[config.mk]
export PLATFORM = sky130hd
export DESIGN_NAME = light_arb
export DESIGN_NICKNAME = d
export VERILOG_FILES = /design/src/rtl/light_arb.sv
export SDC_FILE = /design/constraint.sdc
export NUM_CORES = 1
export LEC_CHECK = 0
export ABC_AREA = 1
export CAP_MARGIN = 20
export CORE_MARGIN = 3
export CORE_UTILIZATION = 30
export CTS_BUF_LIST = sky130_fd_sc_hd__clkbuf_8 sky130_fd_sc_hd__clkbuf_16
export CTS_CLUSTER_DIAMETER = 50
export DETAILED_ROUTE_END_ITERATION = 7
export RECOVER_POWER = 25
export SKIP_CTS_REPAIR_TIMING = 1
export SYNTH_ARGS = -nofsm -noshare
export SYNTH_HDL_FRONTEND = slang
export SYNTH_SLANG_ARGS = --single-unit
[constraint.sdc]
create_clock -name clk100khz -period 1.9 [get_ports clk100khz]
set_input_delay 0.285 -clock clk100khz [delete_from_list [all_inputs] [get_ports clk100khz]]
set_output_delay 0.285 -clock clk100khz [all_outputs]
set_load 0.03 [all_outputs]
[src/rtl/light_arb.sv]
// Round-robin arbiter sharing an 8-LED bank between three requesters, with built-in step prescaler.
// Latency: gnt 1 cycle after req in IDLE, light 1 cycle after gnt; no backpressure, winner advances on step.
module light_arb #(
  parameter int DIV_SLOW   = 50000,
  parameter int DIV_FAST   = 5000,
  parameter int HOLD_TICKS = 16
) (
  input  logic       clk100khz,
  input  logic       rst_n,
  input  logic [2:0] req,
  input  logic [7:0] pat0,
  input  logic [7:0] pat1,
  input  logic [7:0] pat2,
  input  logic       fast,
  output logic [2:0] gnt,
  output logic       step,
  output logic [7:0] light
);

  localparam int HW = $clog2(HOLD_TICKS) + 1;

  typedef enum logic [1:0] {IDLE, GRANT, GAP} state_t;

  state_t          state_q, state_d;
  logic [16:0]     cnt_q, cnt_d, div_m1;
  logic            tick_q, tick_d;
  logic [1:0]      last_q, last_d, winner, cand1, cand2;
  logic [HW-1:0]   hold_q, hold_d;
  logic [2:0]      gnt_q, gnt_d;
  logic [7:0]      light_q, light_d, pat_win;

  function automatic logic [1:0] inc3(input logic [1:0] v);
    return (v == 2'd2) ? 2'd0 : v + 2'd1;
  endfunction

  // Prescaler: >= compare lets a slow->fast switch tick immediately instead of overrunning
  always_comb begin
    div_m1 = fast ? 17'(DIV_FAST - 1) : 17'(DIV_SLOW - 1);
    if (cnt_q >= div_m1) begin
      cnt_d  = '0;
      tick_d = 1'b1;
    end else begin
      cnt_d  = cnt_q + 17'd1;
      tick_d = 1'b0;
    end
  end

  always_comb begin
    cand1  = inc3(last_q);
    cand2  = inc3(cand1);
    if (req[cand1])      winner = cand1;
    else if (req[cand2]) winner = cand2;
    else                 winner = last_q;
    case (last_q)
      2'd0:    pat_win = pat0;
      2'd1:    pat_win = pat1;
      default: pat_win = pat2;
    endcase
  end

  always_comb begin
    state_d = state_q;
    last_d  = last_q;
    hold_d  = hold_q;
    gnt_d   = gnt_q;
    light_d = light_q;
    case (state_q)
      IDLE: begin
        gnt_d   = '0;
        light_d = '0;
        if (|req) begin
          last_d  = winner;
          gnt_d   = 3'b001 << winner;
          hold_d  = '0;
          state_d = GRANT;
        end
      end
      GRANT: begin
        light_d = pat_win;
        if (tick_q) hold_d = hold_q + HW'(1);
        // Release wins over a same-cycle final tick; both exits drop gnt/light together
        if (!req[last_q] || (tick_q && hold_q == HW'(HOLD_TICKS - 1))) begin
          state_d = GAP;
          gnt_d   = '0;
          light_d = '0;
        end
      end
      GAP: begin
        gnt_d   = '0;
        light_d = '0;
        if (tick_q) state_d = IDLE;
      end
      default: state_d = IDLE;
    endcase
  end

  always_ff @(posedge clk100khz or negedge rst_n) begin
    if (!rst_n) begin
      state_q <= IDLE;
      cnt_q   <= '0;
      tick_q  <= 1'b0;
      last_q  <= 2'd2;
      hold_q  <= '0;
      gnt_q   <= '0;
      light_q <= '0;
    end else begin
      state_q <= state_d;
      cnt_q   <= cnt_d;
      tick_q  <= tick_d;
      last_q  <= last_d;
      hold_q  <= hold_d;
      gnt_q   <= gnt_d;
      light_q <= light_d;
    end
  end

  assign gnt   = gnt_q;
  assign light = light_q;
  assign step  = tick_q & (state_q == GRANT);

endmodule

# == Word level (Yosys, flattened, before mapping) ==
# Index checks and enable logic that the tools add are counted.
# totals
register_bits,38
output_inout_bits,12
elab_cells,67
# op_classes
n_addsub,4
order_cmp,4
n_eq_ne,10
shift,1
muxes,26
n_bitwise,1
n_reduce_logical,14
# op_table
cell,count
case mux 8 bit (2 select lines),2
"adder 17 x 1 -> 17 bit, second input constant",1
greater-or-equal comparator 17 x 16 -> 1 bit,1
two-way mux 17 bit,1
two-way mux 16 bit,1
two-way mux 2 bit,7
two-way mux 5 bit,2
case mux 5 bit (2 select lines),1
"< comparator 2 x 3 -> 1 bit, second input constant",3
case mux 3 bit (3 select lines),1
two-way mux 8 bit,1
"!= test 2 bit, second input constant",4
binary-select mux 1 bit (select 2 bit),3
"== test 2 bit, second input constant",3
two-way mux 3 bit,2
case mux 2 bit (3 select lines),1
AND reduction 3 bit,2
"adder 5 x 1 -> 5 bit, second input constant",1
"== test 5 x 4 -> 1 bit, second input constant",1
"adder 2 x 1 -> 2 bit, second input constant",2
"== test 2 x 1 -> 1 bit, second input constant",2
logical NOT 2 bit,2
two-way mux 1 bit,4
AND reduction 2 bit,2
9 further kinds,10

# == Longest topological paths before layout ==
# Gate-level depths: netlist (run 1).
# depth
word_depth,11
mapped_depth,12

# == Worst setup path before layout (run 1) ==
# Ideal clock, no wire load.
# synth_path
path_kind,register to register
from,register cnt_q[6]
to,register cnt_q[10]
arrival_time_ns,1.452
required_time_ns,1.779
path_slack_ns,0.327
path_stages_with_launch,10
path_buffers,1
period_less_slack_ns,1.573
cell_sequence,dfrtp_1 ha_1 inv_1 nor2_1 nand2_1 nor2_1 nand3_1 nand4_4 buf_6 nor2_2
# synth_via
elab_chain_len,2
word_cells_on_any_way,3
# synth_lines
element,line,text
"start, declared",25,"logic [16:0] cnt_q, cnt_d, div_m1;"
"start signal, assigned",108,cnt_q <= cnt_d;
adder 17 x 1 -> 17 bit / greater-or-equal comparator 17 x 16 -> 1 bit (equally long branches),"43, 39",
two-way mux 17 bit (*),39,if (cnt_q >= div_m1) begin
via cnt_d[10],25,
# The timed path passes the listed nets; every way through them passes the cells marked *.
# A chain may end at the register's enable or synchronous reset.

# == Final worst setup path (run 1) ==
# layout_path
from,register state_q[1]
to,output step
# layout_via
elab_chain_len,2
# layout_lines
element,line,text
"start, declared",24,"state_t state_q, state_d;"
"start signal, assigned",107,state_q <= state_d;
== test 2 x 1 -> 1 bit,119,assign step = tick_q & (state_q == GRANT);
bitwise AND 1 bit,119,
"end, declared",16,"output logic step,"
# Every way passes these cells.

==> results.rst, run 1 <==
.. list-table::
   :header-rows: 1

   * - Metric
     - Value
   * - Layout Skew
     - between 0.009 and 0.01 ns
   * - Startpoint of the worst-slack reg-to-reg timing path
     - cnt_q[15]
   * - Number of antenna violations at the first check in global routing
     - 0
   * - Footprint of the multi-input gates
     - approximately 0.0013 mm^2
   * - CP most frequent cell
     - sky130_fd_sc_hd__inv_1
   * - Placed Area
     - between 0.002 and 0.003 mm^2
   * - Post-synthesis area per instance
     - ~7.8 um^2
   * - Antenna Violating Nets Remaining
     - 0
   * - Power share of the sequential group
     - 0.381
   * - Most frequent standard cell in the layout excluding fill and tap cells
     - sky130_fd_sc_hd__nand2_1
   * - Residual overflow from global routing
     - 0
   * - HPWL after DPL
     - between 3000 and 4000 um
   * - Horizontal extent of the die
     - ~95 um
   * - Post-layout min period
     - roughly 1.7 ns
   * - Floorplan core area
     - between 0.007 and 0.008 mm^2
   * - Fraction of power consumed by the clock network
     - 0.173
   * - Max_cap viols
     - 0
   * - Post-Layout Cell Count
     - roughly 460
   * - Total number of vias
     - 2083
   * - Fin area
     - ~0.0030 mm^2
   * - Core Util, Final
     - 0.407
   * - Cell Rows
     - 31
   * - Clock tree from TritonCTS
     - built
   * - Reg-to-reg setup timing slack
     - roughly 0.21 ns
   * - Footprint of the flip-flops and latches
     - roughly 950 um^2
   * - Number of clock sinks
     - 38
   * - Post-route fraction of the period consumed by the critical path
     - 0.910
   * - Via count of the first global-routing pass
     - between 2000 and 2500
   * - Yosys warns
     - 0
   * - Final hold violation count
     - 0
   * - Worst min-delay path class
     - in2async
   * - Worst slew pin tran
     - roughly 0.95 ns
   * - Sequential share of the synthesized area
     - 0.397
   * - Switching share of power
     - 0.411
   * - Longest individual stage delay on the worst path
     - 0.43 ns
   * - Pre-antenna DRT Iters
     - 4
   * - Clock tree root driver cell
     - sky130_fd_sc_hd__clkbuf_8
   * - Floorplan die area
     - ~0.0091 mm^2
   * - CTS H-Tree Depth
     - 2
   * - Asr flop ratio synth
     - 1.00
   * - Critical Path Source
     - state_q[1]
   * - Initial drt markers
     - 95
   * - Clk Latency, worst-skew pair
     - between 0.2 and 0.3 ns
   * - Remaining routing DRC violations
     - 0
   * - Largest net degree at the start of global routing
     - 39
   * - Number of inserted diodes
     - 0
   * - CTS clk-pin slew, worst paths
     - 0.08 ns
   * - Drt wl/cell
     - 11.2 um
   * - Gp weighted congestion
     - ~0.82
   * - Flops & latches, synth
     - 38
   * - Cell area after synthesis
     - approximately 0.0024 mm^2
   * - CP Cell Sequence
     - inv_1, ha_1, nand2_1, inv_1, buf_4
   * - Layout cell share with drive strength beyond 1
     - 0.100
   * - Cell at the slowest stage of the critical path
     - sky130_fd_sc_hd__dfrtp_1
   * - Outcome
     - finished clean
   * - Relative slew slack
     - 0.364
   * - Setup Viol. Count Final
     - 0
   * - Wire length of the first global-routing pass
     - around 9000 um
   * - Cell count after placement
     - ~450
   * - Crit Path Class
     - reg2out
   * - GRT Total Usage
     - 0.127
   * - Inserted Clock Buffers
     - 5
   * - Starting utilization of the core area
     - 0.320
   * - Port bufs
     - 41
   * - Fillers
     - roughly 770
   * - Via density per instance
     - ~4.5
   * - Top_reg_cell synth
     - sky130_fd_sc_hd__dfrtp_1
   * - Critical Path Sink Type
     - primary output
   * - Number of nets in the synthesized netlist
     - 353
   * - Distinct cell type count of the synthesized netlist
     - 33
   * - Leakage power summed over all cells
     - 1.45 nW
   * - RSZ-0062 raised after global routing
     - false
   * - Cell-internal power
     - 0.00171 W
   * - Post-Syn Instances
     - between 300 and 400
   * - Wirelength, routed
     - 5150 um
   * - Total Nets Final
     - slightly above 400
   * - Die outline height
     - 95.4 um
   * - Post-synthesis to final-layout area growth
     - 26.9%
   * - Longest Clk Path Bufs
     - 2
   * - Post-place setup slack
     - -0.258 ns
   * - WP data required
     - roughly 1.6 ns
   * - Worst Setup Start Kind
     - flop
   * - Max Clock Freq
     - 578 MHz
   * - Total count of max-transition violations in the final report
     - 0
   * - Final worst slack
     - 0.170 ns
   * - PD cells
     - about 960 mW/mm^2
   * - Switching power total
     - 0.00120 W
   * - Most frequent cells in the layout
     - sky130_fd_sc_hd__nand2_1, sky130_fd_sc_hd__inv_1, sky130_fd_sc_hd__clkdlybuf4s50_1, sky130_fd_sc_hd__dfrtp_1, sky130_fd_sc_hd__nor2_1
   * - Largest driver fanout on the critical path
     - 5
   * - Worst-case vdd ir drop
     - a little under 0.0006 V
   * - I/O pin count
     - 42
   * - Share of power burned in combinational logic
     - 0.446
   * - Arrival time at the worst endpoint
     - 1.44 ns
   * - Post-synth EDFFs
     - 0
[state kept, by name, summed over array words and instances (netlist names)]
| name | flops |
|---|---|
| last_q | 2 |
| tick_q | 1 |
| hold_q | 5 |
| light | 8 |
| cnt_q | 17 |
| gnt | 3 |
| state_q | 2 |
[final timing paths]
path,end,cells past startpoint
min in group clk100khz,light[7],2
min,last_q[0],2
max reg2reg,cnt_q[6],9
max in group asynchronous,state_q[1],2
max,step,5
min reg2reg,light[7],2
[per-stage QoR]
step	TNS [ns]	total power, W	hold slack [ns]
floorplan	0	0.00196	-0.0106
global placement	-3.39	0.00243	0.372
detailed placement	-4.41	0.00244	0.380
CTS	0	0.00296	0.0671
global route	0	0.00317	0.297
finish	0	0.00291	0.229
[critical path, delay by kind of cell (launching register included)]
family                   cells  cell delay [ns]
buffers and inverters        3             0.41
flip-flops                   1             0.43
adder cells (fa/ha/maj)      1             0.24
AND/OR/NAND/NOR              1             0.09
[synthesized netlist by cell type (all sizes together), types with 2 or more instances]
library cell | instances | area, um^2
nand2 | 80 | 303
nand3 | 26 | 135
o21ai | 16 | 80.1
ha | 14 | 175
a21oi | 3 | 15.0
xor2 | 9 | 78.8
a21boi | 6 | 45.0
dfrtp | 37 | 926
nand4 | 5 | 52.6
buf | 2 | 18.8
nor3 | 9 | 50.1
nor2 | 42 | 205
a22o | 2 | 17.5
inv | 42 | 158
a22oi | 6 | 45.0
xnor2 | 3 | 26.3
[power by group through the flow]
| stage | registers, W | clock network (W) | logic (W) |
|---|---|---|---|
| final | 0.00111 | 0.000503 | 0.00130 |
| after global routing | 0.00113 | 0.000560 | 0.00147 |
| after CTS | 0.00111 | 0.000527 | 0.00131 |
| after detailed placement | 0.00113 | 0 | 0.00131 |
| after global placement | 0.00112 | 0 | 0.00130 |
| after floorplan | 0.00128 | 0 | 0.000680 |
[logic make-up after synthesis]
kind of cell / count (synthesis) / share of synthesized area
compound gates: 36 / 0.0944
fa+ha+maj: 14 / 0.0730
simple gates: 164 / 0.317
xor+xnor: 12 / 0.0438
flops: 38 / 0.397
buf+inv: 45 / 0.0751
[per-layer routing]
metal / global-route usage / routed length (um) / vias up
li1: - / - / 1089
met1: 0.158 / 2460 / 959
met2: 0.213 / 2440 / 31
met3: 0.0331 / 209 / 4
met4: 0.0391 / 44 / 0
met5: 0 / 0 / -
[cell type report]
type	instances	area share
clock inverters	2	0.00247
clock buffers	5	0.0226
well taps	99	0.0407
repair buffers	46	0.153
inverters	42	0.0518
flip-flops and latches	38	0.313
multi-input cells	226	0.417
Note: power is estimated with default switching activity, not from simulation.
==> inputs of run 2 (changes only) <==
--- a/config.mk
+++ b/config.mk
@@ -6,7 +6,7 @@
 export NUM_CORES = 1
 export LEC_CHECK = 0
 export ABC_AREA = 1
-export CAP_MARGIN = 20
+export CAP_MARGIN = 10
 export CORE_MARGIN = 3
 export CORE_UTILIZATION = 30
 export CTS_BUF_LIST = sky130_fd_sc_hd__clkbuf_8 sky130_fd_sc_hd__clkbuf_16
==> results of run 2 <==
No change in the layout: final DEF, timing and power equal those of run 1.
==> inputs of run 3 (changes only) <==
--- a/config.mk
+++ b/config.mk
@@ -14,6 +14,7 @@
 export DETAILED_ROUTE_END_ITERATION = 7
 export RECOVER_POWER = 25
 export SKIP_CTS_REPAIR_TIMING = 1
+export SKIP_LAST_GASP = 1
 export SYNTH_ARGS = -nofsm -noshare
 export SYNTH_HDL_FRONTEND = slang
 export SYNTH_SLANG_ARGS = --single-unit
==> results of run 3 <==
No change in the layout: final DEF, timing and power equal those of run 1.
==> variant, RTL diff (flow settings as in run 1) <==
Make the reset (`rst_n`) synchronous in one clocked block.
--- a/src/rtl/light_arb.sv
+++ b/src/rtl/light_arb.sv
@@ -94,7 +94,7 @@
     endcase
   end
 
-  always_ff @(posedge clk100khz or negedge rst_n) begin
+  always_ff @(posedge clk100khz) begin
     if (!rst_n) begin
       state_q <= IDLE;
       cnt_q   <= '0;
Behaviour: differs if rst_n is asserted again (counterexample within 4 cycles, from zero or initial values and one cycle with rst_n low); with rst_n held inactive, the same outputs for 10 cycles.
==> variant against run 1 <==
Clock power increased by 65%; die area is 6.3% lower; first-iteration DRC count is 11% lower; hold slack improved by 0.23 ns; via count grew 6.6%; sequential cell count unchanged; synthesized area is 6.7% lower; final area shrank 0.37%; worst setup slack got worse by 0.086 ns; combinational power shrank 12%; total power rose by 2.0%; clock skew is 0.0019 ns lower; routed wire length grew 8.5%.
==> variant: results (changes against run 1) <==
status = finished clean
met1 Use GR = 0.1575 (-0.0006495)
Critical R2R Capture = tick_q
met2 usage = 0.1982 (-0.01522)
Pwr Total = 2.970 mW (+2.0%)
post-place setup slack = -0.4040 ns (-0.1464 ns)
Mapped Cells = 332 (+7.4%)
register area = 762.0 µm² (-20%)
largest net degree at the start of global routing = 18 (-54%)
worst hold margin = 0.4579 ns (+0.2289 ns)
Hold WC Path Type = reg2reg
multi-input logic area = 0.001364 mm² (+7.5%)
wire length per cell = 11.53 µm (+2.5%)
multi-input gate count = 248 (+9.7%)
Leak = 1.271 nW (-12%)
met1 wire length = 2.530 mm (+2.9%)
layout cells sized above 1 = 0.09512 (-0.005163)
post-synthesis net count = 375 (+6.2%)
Filler Cells Inserted = 714 (-7.8%)
top post-synthesis cells by count = 92 x nand2_1, 44 x nor2_1, 41 x inv_1, 38 x dfxtp_1, 25 x nand3_1
Max VDD drop = 0.4376 mV (-25%)
WL met2 = 2.488 mm (+2.1%)
Crit-path slowest cell = dfxtp_1
Peak Freq = 550.6 MHz (-4.8%)
main flop type after synthesis = dfxtp_1
fin nets = 431 (+6.9%)
GP Congestion = 0.8623 (+5.3%)
Gate power share = 0.383 (-0.063)
main area contributors after synthesis = dfxtp_1 34%, nand2_1 15%, nor2_1 7.4%
Tot GR Track Use = 0.1257 (-0.0007886)
flop-to-flop setup slack = 0.08 ns (-0.13 ns)
vias in the first global route = 1,993 (-6.4%)
via count = 2,220 (+6.6%)
-- variant: changes by cell type in the layout (fill, tap and decap cells not counted), moves of 7 or more --
cell / before / now
dfrtp_1: 37 / 0
dfxtp_1: 0 / 37
nor2_1: 26 / 44
a21oi_1: 3 / 18
nand2_1: 79 / 92
nor2_2: 14 / 1
dlygate4sd3_1: 0 / 7
-- variant: kinds of logic after synthesis --
kind of cell,Yosys count,synth area share
simple gates,182,0.3589
buf+inv,48,0.08385
flops,38,0.3399
compound gates,36,0.08609
xor+xnor,15,0.05869
fa+ha+maj,13,0.07267
-- variant: worst max path at each step --
stage	startpoint	end	cells after the start
floorplan	cnt_q[15]	cnt_q[2]	9
global placement	fast	cnt_q[15]	10
detailed placement	fast	cnt_q[5]	10
CTS	state_q[1]	step	5
global route	cnt_q[15]	tick_q	8
finish	cnt_q[15]	tick_q	8
